File: config.mk
export PLATFORM = sky130hd
export DESIGN_NAME = lab2_demux_router
export DESIGN_NICKNAME = d
export VERILOG_FILES = /design/src/rtl/lab2_pkg.sv /design/src/rtl/lab2_demux_buf.sv /design/src/rtl/lab2_demux_router.sv
export SDC_FILE = /design/constraint.sdc
export NUM_CORES = 1
export LEC_CHECK = 0
export BUFFER_PORTS_ARGS = -buffer_cell sky130_fd_sc_hd__clkbuf_2
export CAP_MARGIN = 5
export CORE_MARGIN = 1
export CORE_UTILIZATION = 35
export DETAILED_ROUTE_END_ITERATION = 8
export GPL_TIMING_DRIVEN = 0
export PLACE_DENSITY_LB_ADDON = 0.1
export SLEW_MARGIN = 20
export SYNTH_ARGS = -nofsm -noshare
export SYNTH_HDL_FRONTEND = slang
export SYNTH_SLANG_ARGS = --single-unit
File: constraint.sdc
create_clock -name clk -period 1.6 [get_ports clk]
set_input_delay 0.08 -clock clk [delete_from_list [all_inputs] [get_ports clk]]
set_output_delay 0.08 -clock clk [all_outputs]
set_load 0.1 [all_outputs]
File: src/rtl/lab2_pkg.sv
// lab2 select-mux path: shared defaults and types.
// Imported by the demux router and its channel buffer.
package lab2_pkg;

  localparam int DEF_WIDTH = 8;
  localparam int DEF_NOUT  = 2;

  typedef logic [DEF_WIDTH-1:0] word_t;

endpackage

File: src/rtl/lab2_demux_buf.sv
// lab2 demux channel buffer: 2-entry FIFO.
// The head register drives data_out directly.
module lab2_demux_buf
  import lab2_pkg::*;
#(
  parameter int WIDTH = DEF_WIDTH
) (
  input  logic             clk,
  input  logic             rst_n,
  input  logic             push,
  input  logic [WIDTH-1:0] data_in,
  output logic             full,
  output logic             valid,
  input  logic             ready,
  output logic [WIDTH-1:0] data_out,
  output logic [1:0]       count
);

  logic [WIDTH-1:0] head_q, head_d;
  logic [WIDTH-1:0] tail_q, tail_d;
  logic [1:0]       cnt_q, cnt_d;
  logic             pop;

  assign pop      = (cnt_q != 2'd0) && ready;
  assign full     = (cnt_q == 2'd2);
  assign valid    = (cnt_q != 2'd0);
  assign data_out = head_q;
  assign count    = cnt_q;

  // Next state: head refills from tail or input.
  always_comb begin
    head_d = head_q;
    tail_d = tail_q;
    cnt_d  = cnt_q;
    case (cnt_q)
      2'd0: begin
        if (push) begin
          head_d = data_in;
          cnt_d  = 2'd1;
        end
      end
      2'd1: begin
        if (push && pop) begin
          head_d = data_in;
        end else if (push) begin
          tail_d = data_in;
          cnt_d  = 2'd2;
        end else if (pop) begin
          cnt_d  = 2'd0;
        end
      end
      2'd2: begin
        if (pop) begin
          head_d = tail_q;
          if (push) tail_d = data_in;
          else      cnt_d  = 2'd1;
        end
      end
      default: cnt_d = 2'd0;
    endcase
  end

  // Storage and occupancy registers.
  always_ff @(posedge clk or negedge rst_n) begin
    if (!rst_n) begin
      head_q <= '0;
      tail_q <= '0;
      cnt_q  <= 2'd0;
    end else begin
      head_q <= head_d;
      tail_q <= tail_d;
      cnt_q  <= cnt_d;
    end
  end

endmodule

File: src/rtl/lab2_demux_router.sv
// lab2 demux router: steers a valid/ready stream
// to NOUT independently buffered channels.
module lab2_demux_router
  import lab2_pkg::*;
#(
  parameter  int WIDTH = DEF_WIDTH,
  parameter  int NOUT  = DEF_NOUT,
  localparam int SELW  = $clog2(NOUT)
) (
  input  logic                  clk,
  input  logic                  rst_n,
  input  logic [WIDTH-1:0]      in_data,
  input  logic [SELW-1:0]       in_sel,
  input  logic                  in_valid,
  output logic                  in_ready,
  output logic [NOUT*WIDTH-1:0] out_data,
  output logic [NOUT-1:0]       out_valid,
  input  logic [NOUT-1:0]       out_ready,
  output logic                  sel_err,
  input  logic                  err_clr
);

  logic [NOUT-1:0] full;
  logic [NOUT-1:0] push;
  logic [1:0]      cnt_unused [NOUT];
  logic            drop;
  logic            sel_err_q, sel_err_d;

  // Select decode: ready mux and push strobes.
  always_comb begin
    in_ready = 1'b1;
    push     = '0;
    drop     = in_valid;
    for (int k = 0; k < NOUT; k++) begin
      if (in_sel == SELW'(k)) begin
        in_ready = !full[k];
        push[k]  = in_valid && !full[k];
        drop     = 1'b0;
      end
    end
  end

  for (genvar k = 0; k < NOUT; k++) begin : g_ch
    lab2_demux_buf #(
      .WIDTH (WIDTH)
    ) u_buf (
      .clk      (clk),
      .rst_n    (rst_n),
      .push     (push[k]),
      .data_in  (in_data),
      .full     (full[k]),
      .valid    (out_valid[k]),
      .ready    (out_ready[k]),
      .data_out (out_data[k*WIDTH +: WIDTH]),
      .count    (cnt_unused[k])
    );
  end

  // Sticky error: a dropped word beats a clear.
  always_comb begin
    sel_err_d = sel_err_q;
    if (drop)         sel_err_d = 1'b1;
    else if (err_clr) sel_err_d = 1'b0;
  end

  // Error flag register.
  always_ff @(posedge clk or negedge rst_n) begin
    if (!rst_n) sel_err_q <= 1'b0;
    else        sel_err_q <= sel_err_d;
  end

  assign sel_err = sel_err_q;

endmodule

Yosys cells after proc, flatten, opt, wreduce, memory -nomap -nowiden

Index checks and enable logic that the tools add are counted.

Equality and inequality tests: 16
Multiplexer cells: 33
Reduce and logical (&&, ||, !) cells: 22

Operators with widths:

| operator                                                        | number |
|---|---|
| 8-bit two-way mux                                               | 12 |
| 8-bit case mux with 3 select lines                              | 2 |
| 8-bit case mux with 2 select lines                              | 2 |
| 2-bit two-way mux                                               | 12 |
| 2-bit != test, second input constant                            | 6 |
| 2-bit case mux with 3 select lines                              | 2 |
| 5-bit AND reduction                                             | 2 |
| 2-bit by 1-bit != test with 1-bit output, second input constant | 4 |
| 4-bit AND reduction                                             | 2 |
| 2-bit nonzero test                                              | 4 |
| 1-bit logical AND                                               | 6 |
| 3-bit by 1-bit != test with 1-bit output, second input constant | 2 |
| 3-bit AND reduction                                             | 2 |
| 3-bit nonzero test                                              | 2 |
| 2-bit by 1-bit == test with 1-bit output, second input constant | 2 |
| 2-bit == test, second input constant                            | 2 |
| 2-bit logical NOT                                               | 2 |
| 1-bit two-way mux                                               | 3 |
| 1-bit logical NOT                                               | 2 |

Register bits after elaboration: 36
Input port bits: 15
Output and inout bits: 20
Logic and storage cells: 77

Logic depth before layout (Yosys ltp)

Gate-level depths: netlist of run 1.

Depth after elaboration: 7
Mapped depth: 5
Depth with buffers taken out: 3

Hierarchy

From an unflattened synthesis of run 1, not the netlist that was laid out.

Cell total of the unflattened synthesis: 119
Area, all modules: 1789.2 µm²

By module, submodules not included:

| module            | instances | cells each | area each (µm²) | sequential area each (µm²) |
|---|---|---|---|---|
| lab2_demux_buf    | 2         | 57         | 875.8           | 450.4 |
| lab2_demux_router | 1         | 5          | 37.5            | 0.0 |

Least setup slack after synthesis of run 1

OpenSTA, ideal clock, no wires.

Kind: reg2out
From: register g_ch[1].u_buf.cnt_q[1]
To: output in_ready
Data arrival time: 2.300 ns
Required time: 1.520 ns
Setup slack: -0.780 ns
Stages on the path, launching flop included: 5
Path buffers: 2
Cells stage by stage: dfrtp_1 > buf_6 > nor2b_1 > buf_6 > mux2i_1

Cells in the longest elaborated chain, start to end: 3

Ends and longest elaborated chain:

| element                  | line                    | RTL |
|---|---|---|
| start: declaration       | lab2_demux_buf.sv:21    | `logic [1:0] cnt_q, cnt_d;` |
| start signal: assignment | lab2_demux_buf.sv:72    | `cnt_q <= cnt_d;` |
| 2-bit == test            | lab2_demux_buf.sv:25    | `assign full = (cnt_q == 2'd2);` |
| 1-bit logical NOT        | lab2_demux_router.sv:36 | `in_ready = !full[k];` |
| 1-bit two-way mux        | lab2_demux_router.sv:35 | `if (in_sel == SELW'(k)) begin` |
| end: declaration         | lab2_demux_router.sv:15 | `output logic in_ready,` |

Every way passes these cells.

Worst setup path in the final report of run 1

From: register g_ch[1].u_buf.cnt_q[0]
To: register g_ch[1].u_buf.head_q[7]

Cells in the longest elaborated chain, start to end: 7
Elaborated cells between the ends (all ways): 15
Classes of those cells: eq/ne (5); mux (2); reduce/logical (8)

Ends and longest elaborated chain:

| element                                                   | line                                       | RTL |
|---|---|---|
| 2-bit == test                                             | lab2_demux_buf.sv:25, lab2_demux_buf.sv:35 |  |
| 1-bit logical NOT                                         | lab2_demux_router.sv:37                    | `push[k] = in_valid && !full[k];` |
| 1-bit logical AND                                         | lab2_demux_router.sv:37                    |  |
| 1-bit two-way mux                                         | lab2_demux_router.sv:35                    |  |
| 1-bit logical AND                                         | lab2_demux_buf.sv:43                       | `if (push && pop) begin` |
| 2-bit by 1-bit != test with 1-bit output (no source line) | n/a                                        |  |
| 4-bit AND reduction (no source line)                      | n/a                                        |  |
| end signal: assignment                                    | lab2_demux_buf.sv:66                       | `head_q <= '0;` |
| end signal: assignment                                    | lab2_demux_buf.sv:70                       | `head_q <= head_d;` |
| end: declaration                                          | lab2_demux_buf.sv:19                       | `logic [WIDTH-1:0] head_q, head_d;` |

Parallel ways exist; a longest one is shown, timed or not.
A chain may end at the register's enable or synchronous reset.

==> run_results.csv, run 1 <==
group,metric,value,unit
status,status,"completed",
place,dp_hpwl,2.324,mm
layout,fin_nets,176,
power,combPwrFrac,0.451,
floorplan,core_area,4692,um2
layout,n_antenna_cell,0,
floorplan,fp.dieW,71.73,um
power,swShare,0.4546,
drt,finalWirelength,3.285,mm
sta,max_slew.worst_pin.slew,0.9049,ns
power,clock_power_share,0.185,
yosys,synth_area_leaders,"dfrtp_1, mux2_2, nor2b_1",
sta,fin_crit_sh,0.9670,
power,p_leak,0.9656,nW
clock_network,cts_root_buffer,"clkbuf_8",
global_routing,grt_pass1_vias,1058,
clock_network,cts_num_sinks,36,
yosys,yosysWarnings,0,
drt,drc,0,
global_routing,grt_usage,0.1385,
floorplan,dieArea,5144,um2
critical_path,cp_slowest_cell,"dfrtp_1",
power,ir_worst_vdd,0.0008811,V
yosys,synth_nets,133,
layout,drive_gt1_frac,0.6708,
sta,setup_violations,0,
floorplan,rows,25,
job,cap_violations,0,
clock_network,cts_buffers,5,
yosys,yosysSeqAreaShare,0.5294,
sta,finClkSkew,0.001677,ns
yosys,yosysTopAreaCell,"dfrtp_1",
place,gp_congestion,0.6641,
critical_path,critPathArrivalTime,1.71,ns
min_path,hp-class,"in -> reg",
clock_network,cts_buffer_depth,2,
power,p_int,0.002019,W
layout,area_growth_syn_to_layout,25.66,%
critical_path,crit_type,"reg -> reg",
clock_network,clk_pin_slew_worst_paths,0.07,ns
yosys,synth_area_per_cell,14.42,um2
critical_path,path_max_fanout,8,
clock_network,tritoncts,"yes",
global_routing,overflow,0,
clock_network,insertion_delay,0.28,ns
critical_path,end_kind,"flop",
power,power_density,1731,nW/um2
yosys,synth_area,1702,um2
sta,min_period,1.547,ns
drt,vias,1060,
sta,whs,0.06518,ns
yosys,ys_seq_elements,36,
critical_path,start_kind,"flop",
critical_path,slowest_delay,0.41,ns
drt,drt_first_pass_iters,3,
floorplan,die_h,71.73,um
global_routing,antenna_found_initial,0,
sta,final_max_slew_viol_count,0,
place,io_buffer_count,32,
clock_network,ctsHtreeMaxLevel,2,
critical_path,r2r_setup_slack,0.05,ns
global_routing,grt_max_degree,37,
yosys,netlist_top_cells_count,"mux2_2, dfrtp_1, nor2b_1, buf_4",
power,design_power_total,0.003701,W
yosys,synth-edff-count,0,
yosys,synth_top_cell_area_share,0.5294,
yosys,netlist_instances,118,
critical_path,path_delay_family,"flip-flops",
critical_path,crit_chain,"and2b_2 > o31ai_4 > buf_12 > mux2_2",
critical_path,critical_path_buf_inv_count,1,
drt,ant_nets,0,
yosys,ys_types,23,
drt,vias_per_cell,4.930,
yosys,async_flop_share,1.000,
sta,finalHoldViolCount,0,
floorplan,ios,35,
yosys,yosysMostFrequentCell,"mux2_2",
sta,slew_headroom,0.3967,
global_routing,grt_pass1_wl,5.326,mm
power,p_seq_frac,0.364,
drt,drt-initial-drc-count,27,
power,p_switching,0.001683,W
sta,clock.fmax,0.6463,GHz
drt,post_drt_wl_per_cell,15.28,um
floorplan,start_util,0.3627,
yosys,synth_ff_type,"dfrtp_1",
critical_path,worstPathRequired,1.76,ns
-- logic make-up (layout without fill, tap and decap cells) --
kind of cell | after synthesis | after routing | share of synthesized area
compound gates | 6 | 6 | 0.03162
xor+xnor | 1 | 1 | 0.005148
flops | 36 | 36 | 0.5294
mux | 51 | 51 | 0.3360
simple gates | 14 | 14 | 0.05883
buf+inv | 9 | 52 | 0.03676
other cells | 1 | 1 | 0.002204
-- through the flow --
stage                 TNS, ns  utilization  area (um2)  cells  setup slack [ns]
global placement      -0.2899       0.4139        1942    204          -0.04772
CTS                         0       0.4443        2085    213          0.001999
detailed placement    -0.7074       0.4139        1942    204           -0.1084
finish                      0       0.4557        2138    215           0.05282
floorplan                   0            -        1714    118           0.09430
global route        -0.009051       0.4557        2138    215         -0.003240
-- state kept, by name (all words and copies together), names as in the netlist --
name / count
g_ch.u_buf.data_out: 16
g_ch.u_buf.tail_q: 16
g_ch.u_buf.count: 4
-- final cells by class --
cell class / count / area [um2]
fillers: 442 / 2554
flip-flops and latches: 36 / 900.9
multi-input cells: 73 / 765.7
repair buffers: 36 / 239.0
clock buffers: 7 / 96.34
well taps: 54 / 67.56
plain buffers: 7 / 61.31
inverters: 2 / 7.507
-- power by group through the flow --
| stage | Sequential [W] | Combinational (W) | Clock, W |
|---|---|---|---|
| 3_5_place_dp | 0.00136 | 0.00165 | 0 |
| 2_1_floorplan | 0.00222 | 0.000510 | 0 |
| 6_report | 0.00135 | 0.00167 | 0.000683 |
| 3_3_place_gp | 0.00134 | 0.00162 | 0 |
| 5_1_grt | 0.00139 | 0.00173 | 0.000746 |
| 4_1_cts | 0.00135 | 0.00167 | 0.000710 |
-- per-layer routing --
metal	up-vias	track usage	routed length (um)
met2	22	0.2222	1696
met4	0	0.06536	49
met5	-	0	0
met3	5	0.03235	106
li1	495	-	-
met1	538	0.1770	1433
-- layout by cell type (no fill, tap or decap), drive strengths merged --
| master | n |
|---|---|
| nand2 | 3 |
| o31ai | 1 |
| a21o | 1 |
| dlygate4sd3 | 1 |
| buf | 12 |
| and2b | 1 |
| nand3b | 1 |
| mux2 | 49 |
| o21ai | 2 |
| nor3b | 2 |
| a22o | 1 |
| o22ai | 1 |
| conb | 1 |
| mux2i | 2 |
| inv | 2 |
| nand2b | 1 |
| xnor2 | 1 |
| clkbuf | 37 |
| dfrtp | 36 |
| or2 | 2 |
| nor2b | 4 |
-- path summary, 6_finish.rpt --
kind                                                         end                                 from  cells past startpoint
setup / recovery           g_ch[1].u_buf.data_out[7]$_DFFE_PN0P_   g_ch[1].u_buf.count[0]$_DFFE_PN0P_                      4
min in group asynchronous  g_ch[1].u_buf.data_out[2]$_DFFE_PN0P_                                rst_n                      2
setup reg to reg           g_ch[1].u_buf.data_out[7]$_DFFE_PN0P_   g_ch[1].u_buf.count[0]$_DFFE_PN0P_                      4
max in group asynchronous  g_ch[0].u_buf.data_out[1]$_DFFE_PN0P_                                rst_n                      2
hold / removal                g_ch[0].u_buf.count[1]$_DFFE_PN0P_                         out_ready[0]                      2
hold reg to reg              g_ch[1].u_buf.tail_q[1]$_DFFE_PN0P_  g_ch[1].u_buf.tail_q[1]$_DFFE_PN0P_                      1
-- repair_timing --
| item | CTS | global route |
|---|---|---|
| pin swaps | 1 | 0 |
| gates resized for setup | 5 | 10 |
| buffers inserted | 1 | 1 |
| hold buffers | 1 | 0 |
| endpoints found under the setup margin | 14 | 32 |
| hold endpoints to repair | 36 | 0 |
| gates cloned | 0 | 1 |
-- worst register-to-register path, delay by kind of cell, from the launching register on --
family	cells	cell delay, ns
and+or+nand+nor	1	0.25
muxes	1	0.33
buffers and inverters	1	0.16
DFF	1	0.41
AOI/OAI and AO/OA	1	0.28
Note: power is estimated with default switching activity, not from simulation.
==> inputs of run 2 (changes only) <==
--- a/config.mk
+++ b/config.mk
@@ -12,6 +12,7 @@
 export DETAILED_ROUTE_END_ITERATION = 8
 export GPL_TIMING_DRIVEN = 0
 export PLACE_DENSITY_LB_ADDON = 0.1
+export SETUP_SLACK_MARGIN = 0.3
 export SLEW_MARGIN = 20
 export SYNTH_ARGS = -nofsm -noshare
 export SYNTH_HDL_FRONTEND = slang
==> run 2 against run 1 <==
  * Maximum frequency grew 1.6%
  * First-iteration DRC count shrank 33%
  * Via count grew 4.4%
  * Wire length grew 8.3%
  * Sequential power is essentially flat
  * Worst setup slack gained 0.025 ns
  * Sequential share of layout area shrank 3.9 points
  * Design area grew 11%
  * Worst hold slack gained 0.0069 ns
  * Sequential cell count is the same
  * Largest cell class unchanged
  * Highest routed layer unchanged
==> run_results.csv, run 2 (synthesis results as in run 1) <==
group,metric,value,unit
drt,vias_per_cell,4.964,
floorplan,dieArea,5144,um2
global_routing,grt_pass1_vias,1135,
critical_path,worstPathRequired,1.52,ns
critical_path,slowest_delay,0.44,ns
critical_path,end_kind,"output pin",
critical_path,crit_type,"reg -> out",
layout,n_antenna_cell,0,
clock_network,cts_root_buffer,"clkbuf_8",
place,preCtsSetupSlack,-0.1019,ns
power,design_power_total,0.003893,W
global_routing,grt_usage,0.1563,
place,gp_congestion,0.6801,
status,status,"completed",
min_path,hp-class,"in -> reg",
layout,area_growth_syn_to_layout,38.90,%
floorplan,core_area,4692,um2
drt,finalWirelength,3.559,mm
sta,fin_setup_tns,0,ns
sta,clock.fmax,0.6568,GHz
sta,finalHoldViolCount,0,
clock_network,clk_pin_slew_worst_paths,0.07,ns
drt,ant_nets,0,
layout,fin_nets,183,
clock_network,cts_num_sinks,36,
sta,whs,0.07208,ns
layout,drive_gt1_frac,0.6982,
sta,min_period,1.522,ns
layout,mostFrequentLayoutCells,"dfrtp_1, clkbuf_2, mux2_4",
layout,final_common_cell,"dfrtp_1",
clock_network,insertion_delay,0.28,ns
clock_network,cts_buffers,5,
clock_network,tritoncts,"yes",
sta,fin_ws,0.07755,ns
sta,final_max_slew_viol_count,0,
floorplan,fp.dieW,71.73,um
global_routing,grt_max_degree,37,
sta,setup_violations,0,
critical_path,path_max_fanout,4,
floorplan,die_h,71.73,um
sta,slew_headroom,0.4113,
power,ir_worst_vdd,0.0008055,V
critical_path,cp_slowest_cell,"dfrtp_2",
power,p_leak,1.118,nW
drt,vias,1107,
clock_network,ctsHtreeMaxLevel,2,
place,dp_hpwl,2.303,mm
clock_network,cts_buffer_depth,2,
floorplan,ios,35,
drt,drt-initial-drc-count,18,
critical_path,critical_path_buf_inv_count,3,
place,io_buffer_count,32,
sta,rsz0062_at_grt,"true",
drt,post_drt_wl_per_cell,15.96,um
floorplan,start_util,0.3627,
drt,drt_first_pass_iters,4,
global_routing,overflow,0,
power,power_density,1647,nW/um2
critical_path,path_delay_family,"buffers and inverters",
floorplan,rows,25,
critical_path,critPathArrivalTime,1.44,ns
sta,max_slew.worst_pin.slew,0.8830,ns
sta,fin_crit_sh,0.9515,
global_routing,grt_pass1_wl,5.899,mm
sta,finClkSkew,0.003724,ns
drt,drc,0,
critical_path,start_kind,"flop",
global_routing,antenna_found_initial,0,
job,cap_violations,0,
critical_path,crit_chain,"buf_4 > or2_2 > buf_6 > clkbuf_16",
[run 2: changes by cell type in the layout (fill, tap and decap cells not counted), sizes merged]
cell    before  now
clkbuf      37   40
buf         12   17
[run 2: repair_timing]
action | in CTS | in global routing
endpoints found under the setup margin | 36 | 35
endpoints found under the hold margin | 36 | 0
pin swaps | 2 | 2
setup buffers | 7 | 2
cloned | 1 | 0
hold buffers | 1 | 0
gates resized for setup | 25 | 6
[run 2: power by group]
group | internal (W) | total (W) | switching, W
combinational | 0.000603 | 0.00187 | 0.00127
clock | 0.000351 | 0.000650 | 0.000299
sequential | 0.00121 | 0.00137 | 0.000162
total | 0.00216 | 0.00389 | 0.00173
[run 2: layout make-up]
cell class                      instances  area (um2)
Fill cell                             403        2328
Sequential cell                        36       903.4
Multi-Input combinational cell         73       877.1
Timing Repair Buffer                   43       334.1
Clock buffer                            8       90.09
Buffer                                  7       83.83
Tap cell                               54       67.56
Inverter                                2       7.507
[run 2: path summary, 6_finish.rpt]
path	slack, ns	depth (start not counted)	from	end
worst max-delay path	0.08	4	g_ch[1].u_buf.count[0]$_DFFE_PN0P_	out_valid[1]
worst min-delay path	0.07	2	out_ready[0]	g_ch[0].u_buf.count[1]$_DFFE_PN0P_
worst max register to register	0.10	4	g_ch[0].u_buf.count[1]$_DFFE_PN0P_	g_ch[0].u_buf.data_out[7]$_DFFE_PN0P_
worst min register to register	0.50	1	g_ch[1].u_buf.tail_q[2]$_DFFE_PN0P_	g_ch[1].u_buf.tail_q[2]$_DFFE_PN0P_
max in group asynchronous	0.53	2	rst_n	g_ch[1].u_buf.count[0]$_DFFE_PN0P_
min in group asynchronous	0.46	2	rst_n	g_ch[0].u_buf.count[1]$_DFFE_PN0P_
[run 2: stage by stage]
step | util | area [um2] | instances
floorplan | - | 1802 | 118
global placement | 0.4325 | 2029 | 204
detailed placement | 0.4325 | 2029 | 204
CTS | 0.4965 | 2330 | 221
global route | 0.5037 | 2364 | 223
finish | 0.5037 | 2364 | 223
[run 2: metal layers]
layer	part of all wire	routed length [um]	track usage	up-vias
met3	0.033	116	0.03657	6
met5	0	0	0	-
met1	0.44	1576	0.1947	568
met2	0.51	1818	0.2642	24
li1	-	-	-	509
met4	0.013	47	0.05882	0
